[src/rtl/store_buffer.sv]
// Posted-write buffer: queues CPU stores in a FIFO and drains them in order to
// data memory over a req/ack handshake, stalling the CPU only on full or load hazard.
module store_buffer #(
   parameter int DEPTH = 4,
   parameter int AW    = 32,
   parameter int DW    = 32
) (
   input  logic                   clk,
   input  logic                   reset,
   input  logic                   memwrite,
   input  logic                   memread,
   input  logic [AW-1:0]          dataaddr,
   input  logic [DW-1:0]          writedata,
   output logic                   stall,
   output logic                   mem_req,
   output logic [AW-1:0]          mem_addr,
   output logic [DW-1:0]          mem_wdata,
   input  logic                   mem_ack,
   output logic                   empty,
   output logic [$clog2(DEPTH):0] count,
   output logic                   state_dbg
);

   localparam int PW = $clog2(DEPTH);
   localparam int CW = PW + 1;

   typedef enum logic {IDLE = 1'b0, REQ = 1'b1} state_t;

   state_t          state;
   logic [AW-1:0]   addr_q [DEPTH];
   logic [DW-1:0]   data_q [DEPTH];
   logic [PW-1:0]   head;
   logic [PW-1:0]   tail;
   logic [CW-1:0]   count_q;
   logic [CW-1:0]   count_nxt;
   logic            full;
   logic            push;
   logic            pop;
   logic            hazard;

   assign full      = (count_q == CW'(DEPTH));
   assign empty     = (count_q == '0);
   assign count     = count_q;
   assign state_dbg = (state == REQ);

   // Memory handshake: mem_req/mem_addr/mem_wdata stay stable while mem_req is
   // high; a store transfers on every rising edge where mem_req && mem_ack.
   // mem_ack with mem_req low has no effect.
   assign mem_req   = (state == REQ);
   assign mem_addr  = addr_q[head];
   assign mem_wdata = data_q[head];

   // Full is taken from the registered count, so a same-edge pop never admits a push.
   assign push      = memwrite && !full;
   assign pop       = mem_req && mem_ack;
   assign count_nxt = count_q + CW'(push) - CW'(pop);

   always_comb begin
      logic [PW-1:0] off;
      off    = '0;
      hazard = 1'b0;
      for (int i = 0; i < DEPTH; i++) begin
         off = PW'(i) - head;
         if ((CW'(off) < count_q) && (addr_q[i][AW-1:2] == dataaddr[AW-1:2]))
            hazard = 1'b1;
      end
   end

   assign stall = (memwrite && full) || (memread && hazard);

   always_ff @(posedge clk or negedge reset) begin
      if (!reset) begin
         state   <= IDLE;
         head    <= '0;
         tail    <= '0;
         count_q <= '0;
         for (int i = 0; i < DEPTH; i++) begin
            addr_q[i] <= '0;
            data_q[i] <= '0;
         end
      end else begin
         if (push) begin
            addr_q[tail] <= dataaddr;
            data_q[tail] <= writedata;
            tail         <= tail + 1'b1;
         end
         if (pop)
            head <= head + 1'b1;
         count_q <= count_nxt;
         case (state)
            IDLE: if (!empty) state <= REQ;
            REQ:  if (mem_ack && (count_nxt == '0)) state <= IDLE;
            default: state <= IDLE;
         endcase
      end
   end

endmodule

[config.mk]
export PLATFORM = sky130hd
export DESIGN_NAME = store_buffer
export DESIGN_NICKNAME = d
export VERILOG_FILES = /design/src/rtl/store_buffer.sv
export SDC_FILE = /design/constraint.sdc
export NUM_CORES = 1
export LEC_CHECK = 0
export ABC_AREA = 1
export ABC_CLOCK_PERIOD_IN_PS = 5100
export BUFFER_PORTS_ARGS = -buffer_cell sky130_fd_sc_hd__buf_2
export CAP_MARGIN = 40
export CORE_ASPECT_RATIO = 1.75
export CORE_MARGIN = 10
export CORE_UTILIZATION = 55
export CTS_CLUSTER_DIAMETER = 40
export DETAILED_ROUTE_END_ITERATION = 10
export HOLD_SLACK_MARGIN = 0.12
export PLACE_DENSITY = 0.83
export SETUP_SLACK_MARGIN = 0.5
export SLEW_MARGIN = 20
export SYNTH_ARGS = -nofsm -noshare
export SYNTH_HDL_FRONTEND = slang
export SYNTH_SLANG_ARGS = --single-unit
export TNS_END_PERCENT = 1
[constraint.sdc]
create_clock -name clk -period 5.1 [get_ports clk]
set_clock_uncertainty 0.15 [all_clocks]
set_input_delay 0.51 -clock clk [delete_from_list [all_inputs] [get_ports clk]]
set_output_delay 0.51 -clock clk [all_outputs]
set_load 0.02 [all_outputs]
* Yosys cells after proc, flatten, opt, wreduce, memory -nomap -nowiden
Index checks and enable logic that the tools add are counted.
Word-level totals: bits in registers 264, input port bits 69, word-level logic and storage cells 66
Operators by class: add/sub/neg operators 8, order comparisons 7, equal/unequal tests 5, muxes and demuxes 17, bitwise gates (word level) 3, reduce and logical (&&, ||, !) cells 14
Operators with widths (number):
- $bwmux W128 | 2
- $mux W32 | 5
- $bmux W32 S2 | 2
- $eq A30 B30 Y1 | 4
- $demux W32 S2 | 1
- $lt A2 B3 Y1 | 4
- $logic_and A1 B1 Y1 | 10
- $ge A3 B3 Y1 const B | 2
- $logic_not A3 Y1 | 2
- $mux W1 | 6
- $not A2 Y3 | 2
- $add A2 B1 Y2 const B | 2
- $sub A1 B2 Y2 const A | 2
- $sub A2 B2 Y2 const A | 2
- $add A3 B1 Y3 | 1
- $eq A3 B3 Y1 const B | 1
- $lt A3 B1 Y1 const B | 1
- $sub A3 B1 Y3 | 1
- $pmux W1 S2 | 1
- $logic_not A1 Y1 | 1
- $logic_or A1 B1 Y1 | 1
- $not A1 Y1 | 1

* Depth between registers and ports, before layout
Gate-level depths: netlist of the first run.
word-level depth 9, depth in mapped cells 17, depth with buffers taken out 14

* Worst setup path after synthesis of the first run
OpenSTA, ideal clock, no wires.
path kind reg-to-reg, start point reg count_q[1] (netlist: count[1]), end point reg state (netlist: mem_req), arrival 2.605 ns, path slack 2.220 ns, stages on the path, launching flop included 13, buffers on the path 0, period minus slack after synthesis 2.880 ns, cells stage by stage dfrtp_1 inv_1 nand2_1 o21ai_2 ha_1 inv_1 ha_1 inv_1 fa_1 inv_1 or2_2 o32ai_1 inv_1
Between the ends: longest elaborated chain between the ends 9
Ends and longest elaborated chain:
- from (decl) | line 34 | logic [CW-1:0] count_q;
- from (signal assigned) | line 89 | count_q <= count_nxt;
- $eq A3 B3 Y1 | line 41 | assign full = (count_q == CW'(DEPTH));
- $logic_not A1 Y1 | line 54 | assign push = memwrite && !full;
- $logic_and A1 B1 Y1 | line 54
- $add A3 B1 Y3 * | line 56 | assign count_nxt = count_q + CW'(push) - CW'(pop);
- $sub A3 B1 Y3 * | line 56
- net count_nxt[1] | line 35 | logic [CW-1:0] count_nxt;
- $logic_not A3 Y1 * | line 92 | REQ: if (mem_ack && (count_nxt == '0)) state <= IDLE;
- $logic_and A1 B1 Y1 * | line 92
- $mux W1 * | line 92
- $pmux W1 S2 * | line 90 | case (state)
- to (signal assigned) | line 91 | IDLE: if (!empty) state <= REQ;
- to (signal assigned) | line 92
- to (signal assigned) | line 93 | default: state <= IDLE;
- to (decl) | line 29 | state_t state;
Mark *: on every way through the listed nets, which the timed path passes. The rest lies on a longest branch. A chain may end at the register's enable or synchronous reset.

* Worst setup path after layout of the first run
start point reg head[0], end point out stall
Between the ends: longest elaborated chain between the ends 9
Ends and longest elaborated chain:
- from (decl) | line 32 | logic [PW-1:0] head;
- from (signal assigned) | line 88 | head <= head + 1'b1;
- $sub A1 B2 Y2 | line 63 | off = PW'(i) - head;
- $lt A2 B3 Y1 | line 64 | if ((CW'(off) < count_q) && (addr_q[i][AW-1:2] == dataaddr[AW-1:2]))
- $logic_and A1 B1 Y1 | line 64
- $mux W1 (3 in a row) | line 64
- $mux W1 * | line 64
- $logic_and A1 B1 Y1 * | line 69 | assign stall = (memwrite && full) || (memread && hazard);
- $logic_or A1 B1 Y1 * | line 69
- to (decl) | line 14 | output logic stall,
Mark *: on every way between the ends. The rest lies on a longest branch, timed or not.

==> results of run 1 <==
-- path summary, 6_finish.rpt --
kind                                   from          end  slack (ns)
worst max-delay path                head[0]        stall        1.65
worst min-delay path            dataaddr[3]   addr_q[35]        0.13
worst max register to register     count[1]      mem_req        1.88
worst min register to register  data_q[117]  data_q[117]        0.36
max in group asynchronous             reset   addr_q[12]        3.15
min in group asynchronous             reset   data_q[18]        0.47
-- critical path, cell delays in order (launching register included) --
cell and delay, ns:
dfrtp_1 0.49, inv_1 0.18, nor2_4 0.11, inv_1 0.06
nand2_1 0.11, inv_1 0.06, ha_1 0.27, a21oi_1 0.05
or2_2 0.27, nand3_1 0.08, nor2_1 0.05, nor2_1 0.08
nand2_1 0.06, nand2_1 0.06, nand2_1 0.11, buf_2 0.19
-- sequential cells by signal, indices dropped and copies added (netlist names) --
register / flops
tail: 2
data_q: 128
head: 2
count: 3
mem_req: 1
addr_q: 128
-- power breakdown --
group          switching [mW]  internal [mW]  total (mW)
Sequential              0.616           3.14        3.76
Combinational            3.28           1.86        5.14
Clock                   0.911           1.30        2.21
Total                    4.81           6.30        11.1
-- final cells by class --
cell class	count	area [um^2]
antenna	2	5.005
sequential	264	6606
clock inverter	19	206.4
fill	1890	8152
clock buffer	35	810.8
inverter	212	795.8
timing repair buffer	209	1459
multi-input combinational	991	5509
tap	308	385.4
-- Yosys cell counts --
library cell | n | area share
a21oi_1 | 5 | 0.0019
a22oi_1 | 64 | 0.036
buf_1 | 6 | 0.0017
buf_2 | 23 | 0.0086
buf_4 | 1 | 0.00056
buf_6 | 8 | 0.0068
clkbuf_1 | 65 | 0.018
dfrtp_1 | 264 | 0.50
fa_1 | 1 | 0.0015
ha_1 | 10 | 0.0094
inv_1 | 212 | 0.060
mux2_2 | 76 | 0.064
nand2_1 | 435 | 0.12
nand3_1 | 18 | 0.0068
nand4_1 | 6 | 0.0028
nor2_1 | 73 | 0.021
nor2_2 | 2 | 0.00094
nor3_1 | 3 | 0.0011
o21a_1 | 12 | 0.0068
o21ai_0 | 182 | 0.068
o21ai_1 | 1 | 0.00037
o21ai_2 | 1 | 0.00066
o221ai_1 | 64 | 0.042
o22ai_1 | 1 | 0.00047
o32ai_1 | 1 | 0.00066
or2_2 | 4 | 0.0019
xnor2_1 | 14 | 0.0092
xor2_1 | 18 | 0.012
-- kinds of logic (layout without fill, tap and decap cells) --
family,after synthesis,after routing,synth area share
AND/OR/NAND/NOR,541,541,0.1564
other,0,2,0
buffers and inverters,315,475,0.09554
XOR/XNOR,32,32,0.02100
multiplexers,76,76,0.06413
adder cells (fa/ha/maj),11,11,0.01088
flip-flops,264,264,0.4950
AO/OA/AOI/OAI,331,331,0.1570
-- per-layer routing --
metal | vias to the layer above | wire (um) | global-route usage
met3 | 148 | 2241 | 0.04139
met1 | 5596 | 13770 | 0.2647
met4 | 0 | 2478 | 0.1594
met2 | 462 | 19660 | 0.4210
met5 | - | 0 | 0
li1 | 5362 | - | -
-- stage by stage --
stage                     std cells  power, mW  hold slack [ns]  cell area (um^2)  worst slack, ns
after floorplan                1570      7.073          0.06441             13350            2.220
after global placement         1929      8.549           0.3398             14140            1.953
after detailed placement       1933      8.802           0.3462             14230            1.905
after CTS                      2037      11.10           0.1205             15750            1.692
after global routing           2040      11.84           0.1500             15780            1.449
final                          2040      11.11           0.1349             15780            1.655
==> flow_summary.ini, run 1 <==
[outcome]
status = finished, final reports clean

[sta]
worstMarginPinSlew_ns = 1.030
min_period_ns = 3.445
rsz0062_at_grt = no
fmax_mhz = 290.3
setup_viol = 0
drv_slew = 0
setup_tns_ns = 0
fin_crit_sh = 0.6755
relSlewSlack = 0.3131
hold_violations = 0

[power_and_ir_drop]
power_leakage_nw = 7.517
p_per_area_mw_per_mm2 = 704.3
irDropWorstVdd_mv = 0.4407

[finish]
nNetsFinal = 1788
area_growth_pct = 18.23
drive_gt1_frac = 0.1734
layout_common_cells = nand2_1 (433), dfrtp_1 (264), inv_1 (212)
postLayoutCoreUtil = 0.6593
final_common_cell = nand2_1

[yosys]
synth_warnings = 0
synth-seq-area-share = 0.4950
postSynthCellCount = 1570
synth_area_mm2 = 0.01335
syn_nets = 1650
ys_types = 28
ys_ff_latch = 264
syn_avg_cell_area_um2 = 8.500

[detailed_routing]
firstDrtPassIters = 6
via_count = 11570
drt-vias-per-instance = 5.671
wl_mm = 38.15
drc = 0
wl_per_cell_um = 18.70
drt-initial-drc-count = 1046
ant_nets = 0

[global_routing]
grt_pass1_wl_mm = 60.65
grt_max_degree = 130
grt_pass1_vias = 11900
grt_overflow = 0
antenna_found_initial = 2
track_usage = 0.2433

[clock_network]
root_buffer = clkbuf_16
htreeDepth = 1
postCtsHoldBufs = 50
post_cts_buffers = 0
cts_tree = yes
cts_buffer_depth = 3
cts_resized = 0
clk_latency_ns = 0.55
cts_sinks = 264
path_clk_slew_ns = 0.06
cts_buffers = 30

[placed_design]
place_hpwl_mm = 24.99
place_congestion = 0.8597
port_buffers = 139

[floorplanning]
dieArea_mm2 = 0.03114
die_w_um = 137.8
die_y_um = 226.1
initial_utilization = 0.5577
io_pins = 140
std_cell_rows = 75
core_area_mm2 = 0.02393

[critical_path]
worst-r2r-cell-count = 12
worst-path-max-fanout = 6
crit_arrival_ns = 2.79
criticalPathCategory = flop to primary output
cp_data_required_time_ns = 4.44
cp-start-kind = flop
crit_path_end_kind = primary output

[min_path]
hp-class = input port to flop
hold_depth = 3

[run]
drv_cap = 0
Note: power is estimated with default switching activity, not from simulation.
==> run 2: changes to the inputs <==
--- a/config.mk
+++ b/config.mk
@@ -6,16 +6,16 @@
 export NUM_CORES = 1
 export LEC_CHECK = 0
 export ABC_AREA = 1
-export ABC_CLOCK_PERIOD_IN_PS = 5100
+export ABC_CLOCK_PERIOD_IN_PS = 3000
 export BUFFER_PORTS_ARGS = -buffer_cell sky130_fd_sc_hd__buf_2
 export CAP_MARGIN = 40
 export CORE_ASPECT_RATIO = 1.75
 export CORE_MARGIN = 10
-export CORE_UTILIZATION = 55
+export CORE_UTILIZATION = 54
 export CTS_CLUSTER_DIAMETER = 40
 export DETAILED_ROUTE_END_ITERATION = 10
 export HOLD_SLACK_MARGIN = 0.12
-export PLACE_DENSITY = 0.83
+export PLACE_DENSITY = 0.85
 export SETUP_SLACK_MARGIN = 0.5
 export SLEW_MARGIN = 20
 export SYNTH_ARGS = -nofsm -noshare
==> constraint.sdc (replaced) <==
create_clock -name clk -period 3 [get_ports clk]
set_clock_uncertainty 0.15 [all_clocks]
set_input_delay 0.3 -clock clk [delete_from_list [all_inputs] [get_ports clk]]
set_output_delay 0.3 -clock clk [all_outputs]
set_load 0.02 [all_outputs]
==> flow_summary.ini, run 2 (same netlist as run 1, synthesis figures left out) <==
[outcome]
status = finished, final reports clean

[placed_design]
dp_slack_ns = 0.3957
port_buffers = 139
place_area_mm2 = 0.01426
place_hpwl_mm = 24.63
place_congestion = 0.9185

[detailed_routing]
drt-vias-per-instance = 5.760
via_count = 11950
ant_nets = 0
drt-initial-drc-count = 1037
drc = 0
firstDrtPassIters = 9
wl_per_cell_um = 18.96
wl_mm = 39.32

[min_path]
hp-class = input port to async pin

[floorplanning]
io_pins = 140
std_cell_rows = 76
initial_utilization = 0.5440
core_area_mm2 = 0.02453
dieArea_mm2 = 0.03165
die_w_um = 138.8
die_y_um = 228.0

[critical_path]
worst-path-max-fanout = 64
cp-start-kind = flop
crit_arrival_ns = 2.43
crit_path_end_kind = primary output
criticalPathCategory = flop to primary output
cp_data_required_time_ns = 2.55

[power_and_ir_drop]
irDropWorstVdd_mv = 0.7741
p_per_area_mw_per_mm2 = 1182
power_leakage_nw = 7.610

[finish]
nNetsFinal = 1814
drive_gt1_frac = 0.1862
layout_common_cells = nand2_1 (430), dfrtp_1 (261), inv_1 (208)
final_common_cell = nand2_1
fill_cells = 1879
fin_area_mm2 = 0.01610
postLayoutCoreUtil = 0.6561
area_growth_pct = 20.62

[clock_network]
cts_tree = yes
clk_latency_ns = 0.56
cts_buffer_depth = 3
cts_buffers = 29
htreeDepth = 1
root_buffer = clkbuf_16
cts_sinks = 264
path_clk_slew_ns = 0.07

[global_routing]
grt_overflow = 0
antenna_found_initial = 6
grt_pass1_vias = 12220
track_usage = 0.2405
grt_max_degree = 97
grt_pass1_wl_mm = 62.86

[sta]
worstMarginPinSlew_ns = 0.7103
rsz0062_at_grt = yes
fin_crit_sh = 0.9614
relSlewSlack = 0.5264
min_period_ns = 2.884
hold_violations = 0
fmax_mhz = 346.7
setup_tns_ns = 0
drv_slew = 0
setup_viol = 0
setup_slack_ns = 0.1158

[run]
drv_cap = 0
==> run 2: power by group <==
group,switching (mW),total (mW),internal [mW]
Clock,1.57,3.54,1.96
Combinational,5.75,9.08,3.33
Sequential,1.06,6.41,5.35
==> run 2: layout make-up <==
class | count | area, um^2 | share of cell area
repair buffers | 236 | 1720 | 0.1069
diodes | 6 | 15.01 | 0.0009328
multi-input cells | 991 | 5615 | 0.3489
well taps | 312 | 390.4 | 0.02425
inverters | 212 | 803.3 | 0.04990
clock buffers | 35 | 768.2 | 0.04773
flip-flops and latches | 264 | 6610 | 0.4106
clock inverters | 18 | 173.9 | 0.01080
==> run 2: repair_timing <==
| action | 4_1_cts | 5_1_grt |
|---|---|---|
| hold buffers | 68 | 0 |
| pin swaps | 11 | 9 |
| buffers inserted | 6 | 2 |
| endpoints found under the setup margin | 66 | 66 |
| hold endpoints to repair | 345 | 0 |
| resized for setup | 22 | 6 |
| gates cloned | 0 | 0 |
==> run 2: final timing paths <==
kind,from,endpoint,slack (ns),cells after the start
max in group asynchronous,reset,count[1],1.64,3
worst max-delay path,head[1],mem_addr[27],0.12,6
worst min-delay path,reset,addr_q[19],0.20,2
worst max register to register,count[1],mem_req,0.38,12
worst min register to register,data_q[117],data_q[117],0.36,1
min in group clk,data_q[117],data_q[117],0.36,1
==> run 2: routing by layer <==
layer	track usage	vias to the layer above	part of all wire
met5	0	-	0.00033
met4	0.1846	2	0.074
met3	0.03889	173	0.063
met2	0.4186	577	0.51
met1	0.2529	5760	0.35
li1	-	5435	-
==> run 2: worst max-delay path, cell delays in order (launching register included) <==
cell      delay [ns]
dfrtp_2         0.45
buf_6           0.13
nand2_4         0.06
buf_4           0.11
buf_6           0.50
o221ai_1        0.34
buf_2           0.25
==> run 2: stage by stage <==
step           hold slack [ns]  std cells  power, mW
2_1_floorplan          -0.1456       1570      12.08
3_3_place_gp            0.2181       1938      14.68
3_5_place_dp            0.2203       1938      15.02
4_1_cts                 0.2157       2065      18.91
5_1_grt                 0.2680       2073      20.22
6_report                0.2031       2074      19.02
==> run 3: changes to the inputs <==
--- a/config.mk
+++ b/config.mk
@@ -6,16 +6,16 @@
 export NUM_CORES = 1
 export LEC_CHECK = 0
 export ABC_AREA = 1
-export ABC_CLOCK_PERIOD_IN_PS = 3000
+export ABC_CLOCK_PERIOD_IN_PS = 3290
 export BUFFER_PORTS_ARGS = -buffer_cell sky130_fd_sc_hd__buf_2
 export CAP_MARGIN = 40
 export CORE_ASPECT_RATIO = 1.75
 export CORE_MARGIN = 10
-export CORE_UTILIZATION = 54
+export CORE_UTILIZATION = 55
 export CTS_CLUSTER_DIAMETER = 40
 export DETAILED_ROUTE_END_ITERATION = 10
 export HOLD_SLACK_MARGIN = 0.12
-export PLACE_DENSITY = 0.85
+export PLACE_DENSITY = 0.83
 export SETUP_SLACK_MARGIN = 0.5
 export SLEW_MARGIN = 20
 export SYNTH_ARGS = -nofsm -noshare
==> constraint.sdc (replaced) <==
create_clock -name clk -period 3.29 [get_ports clk]
set_clock_uncertainty 0.15 [all_clocks]
set_input_delay 0.329 -clock clk [delete_from_list [all_inputs] [get_ports clk]]
set_output_delay 0.329 -clock clk [all_outputs]
set_load 0.02 [all_outputs]
==> flow_summary.ini, run 3 (same netlist as run 1, synthesis figures left out) <==
[detailed_routing]
drt-initial-drc-count = 928
drt-vias-per-instance = 5.646
wl_per_cell_um = 18.59
wl_mm = 38.39
ant_nets = 0
firstDrtPassIters = 7
via_count = 11660
drc = 0

[floorplanning]
std_cell_rows = 75
dieArea_mm2 = 0.03114
die_y_um = 226.1
core_area_mm2 = 0.02393
initial_utilization = 0.5577
die_w_um = 137.8
io_pins = 140

[clock_network]
cts_buffer_depth = 3
cts_buffers = 30
cts_sinks = 264
cts_tree = yes
root_buffer = clkbuf_16
path_clk_slew_ns = 0.06
htreeDepth = 1
clk_latency_ns = 0.58

[global_routing]
grt_max_degree = 95
track_usage = 0.2478
grt_pass1_vias = 12150
grt_overflow = 0
antenna_found_initial = 0
grt_pass1_wl_mm = 61.58

[critical_path]
cp-start-kind = flop
reg2reg_to = mem_req
criticalPathCategory = flop to primary output
path_common_cell = buf_4
ff2ff_setup_slack_ns = 0.52
worst-path-max-fanout = 49
worstPathCellList = inv_4, nor2_4, buf_4, buf_4, buf_16, a22oi_1, o221ai_1, buf_2
slowest_delay_ns = 0.43
crit_path_end_kind = primary output
r2r_start = count[1]
cp_data_required_time_ns = 2.81
crit_slowest_cell = dfrtp_2
crit_arrival_ns = 2.43
worst-r2r-cell-count = 12

[sta]
fmax_mhz = 343.7
hold_violations = 0
setup_viol = 0
setup_slack_ns = 0.3803
timing.hold.ws_ns = 0.1860
rsz0062_at_grt = yes
setup_tns_ns = 0
fin_crit_sh = 0.8844
worstMarginPinSlew_ns = 0.7571
min_period_ns = 2.910
drv_slew = 0
relSlewSlack = 0.4953

[finish]
instances_no_fill = 2065
final_common_cell = nand2_1
n_antenna_cell = 0
area_growth_pct = 20.55
layout_common_cells = nand2_1 (432), dfrtp_1 (261), inv_1 (208)
drive_gt1_frac = 0.1833
fill_cells = 1858
nNetsFinal = 1815

[power_and_ir_drop]
p_per_area_mw_per_mm2 = 1076
power_leakage_nw = 7.630
switchingPower_mw = 7.539
p_sw_frac = 0.4354
irDropWorstVdd_mv = 0.8077
p_comb_frac = 0.472
internal_power_mw = 9.778
p_clk_frac = 0.193
seqPwrFrac = 0.336

[outcome]
status = finished, final reports clean

[placed_design]
port_buffers = 139
dp_slack_ns = 0.2896
dp.cells = 1935
place_congestion = 0.8753
place_hpwl_mm = 24.88

[run]
drv_cap = 0

[min_path]
hp-class = input port to async pin
[run 3: final cells by class]
| type | count | area [um^2] | share of cell area |
|---|---|---|---|
| Sequential cell | 264 | 6610 | 0.4109 |
| Multi-Input combinational cell | 991 | 5572 | 0.3463 |
| Timing Repair Buffer | 236 | 1739 | 0.1081 |
| Clock buffer | 38 | 832.0 | 0.05172 |
| Inverter | 212 | 798.3 | 0.04962 |
| Tap cell | 308 | 385.4 | 0.02395 |
| Clock inverter | 16 | 151.4 | 0.009410 |
[run 3: how the worst max path moves through the flow]
stage | depth (start not counted) | from | end | slack [ns]
after floorplan | 12 | count[1] | mem_req | 0.53
after global placement | 12 | count[1] | mem_req | 0.35
after detailed placement | 12 | count[1] | mem_req | 0.29
after CTS | 14 | head[1] | stall | 0.30
after global routing | 14 | head[0] | stall | 0.29
final | 8 | head[0] | mem_addr[27] | 0.38
[run 3: power by group through the flow]
| stage | logic, mW | clock network [mW] | registers, mW |
|---|---|---|---|
| after floorplan | 5.37 | 0 | 5.60 |
| after global placement | 7.57 | 0 | 5.74 |
| after detailed placement | 7.82 | 0 | 5.85 |
| after CTS | 8.02 | 3.36 | 5.80 |
| after global routing | 8.96 | 3.48 | 6.00 |
| final | 8.17 | 3.33 | 5.81 |
[run 3: metrics by stage]
stage	util	cell area [um^2]	total power [mW]
floorplan	-	13350	10.97
global route	0.6723	16090	18.44
CTS	0.6674	15970	17.19
finish	0.6723	16090	17.32
global placement	0.5955	14250	13.31
detailed placement	0.5966	14280	13.66
[run 3: layer usage]
metal	share of wire	track usage	vias to the layer above
met3	0.062	0.03627	133
met1	0.36	0.2716	5636
met2	0.51	0.4315	460
met5	0	0	-
li1	-	-	5429
met4	0.064	0.1608	0
[run 3: repair_timing]
action                                 4_1_cts  5_1_grt
pin swaps                                    1        3
hold buffers                                67        0
endpoints found under the hold margin      347        0
gates cloned                                 0        0
buffers inserted                             5        3
resized for setup                            3       16
setup endpoints to repair                   66       66
[run 3: critical path: cells and delay by family (launching register included)]
family / cells / cell delay [ns]
AOI/OAI and AO/OA: 2 / 0.46
DFF: 1 / 0.43
buffers and inverters: 5 / 0.91
and+or+nand+nor: 1 / 0.04
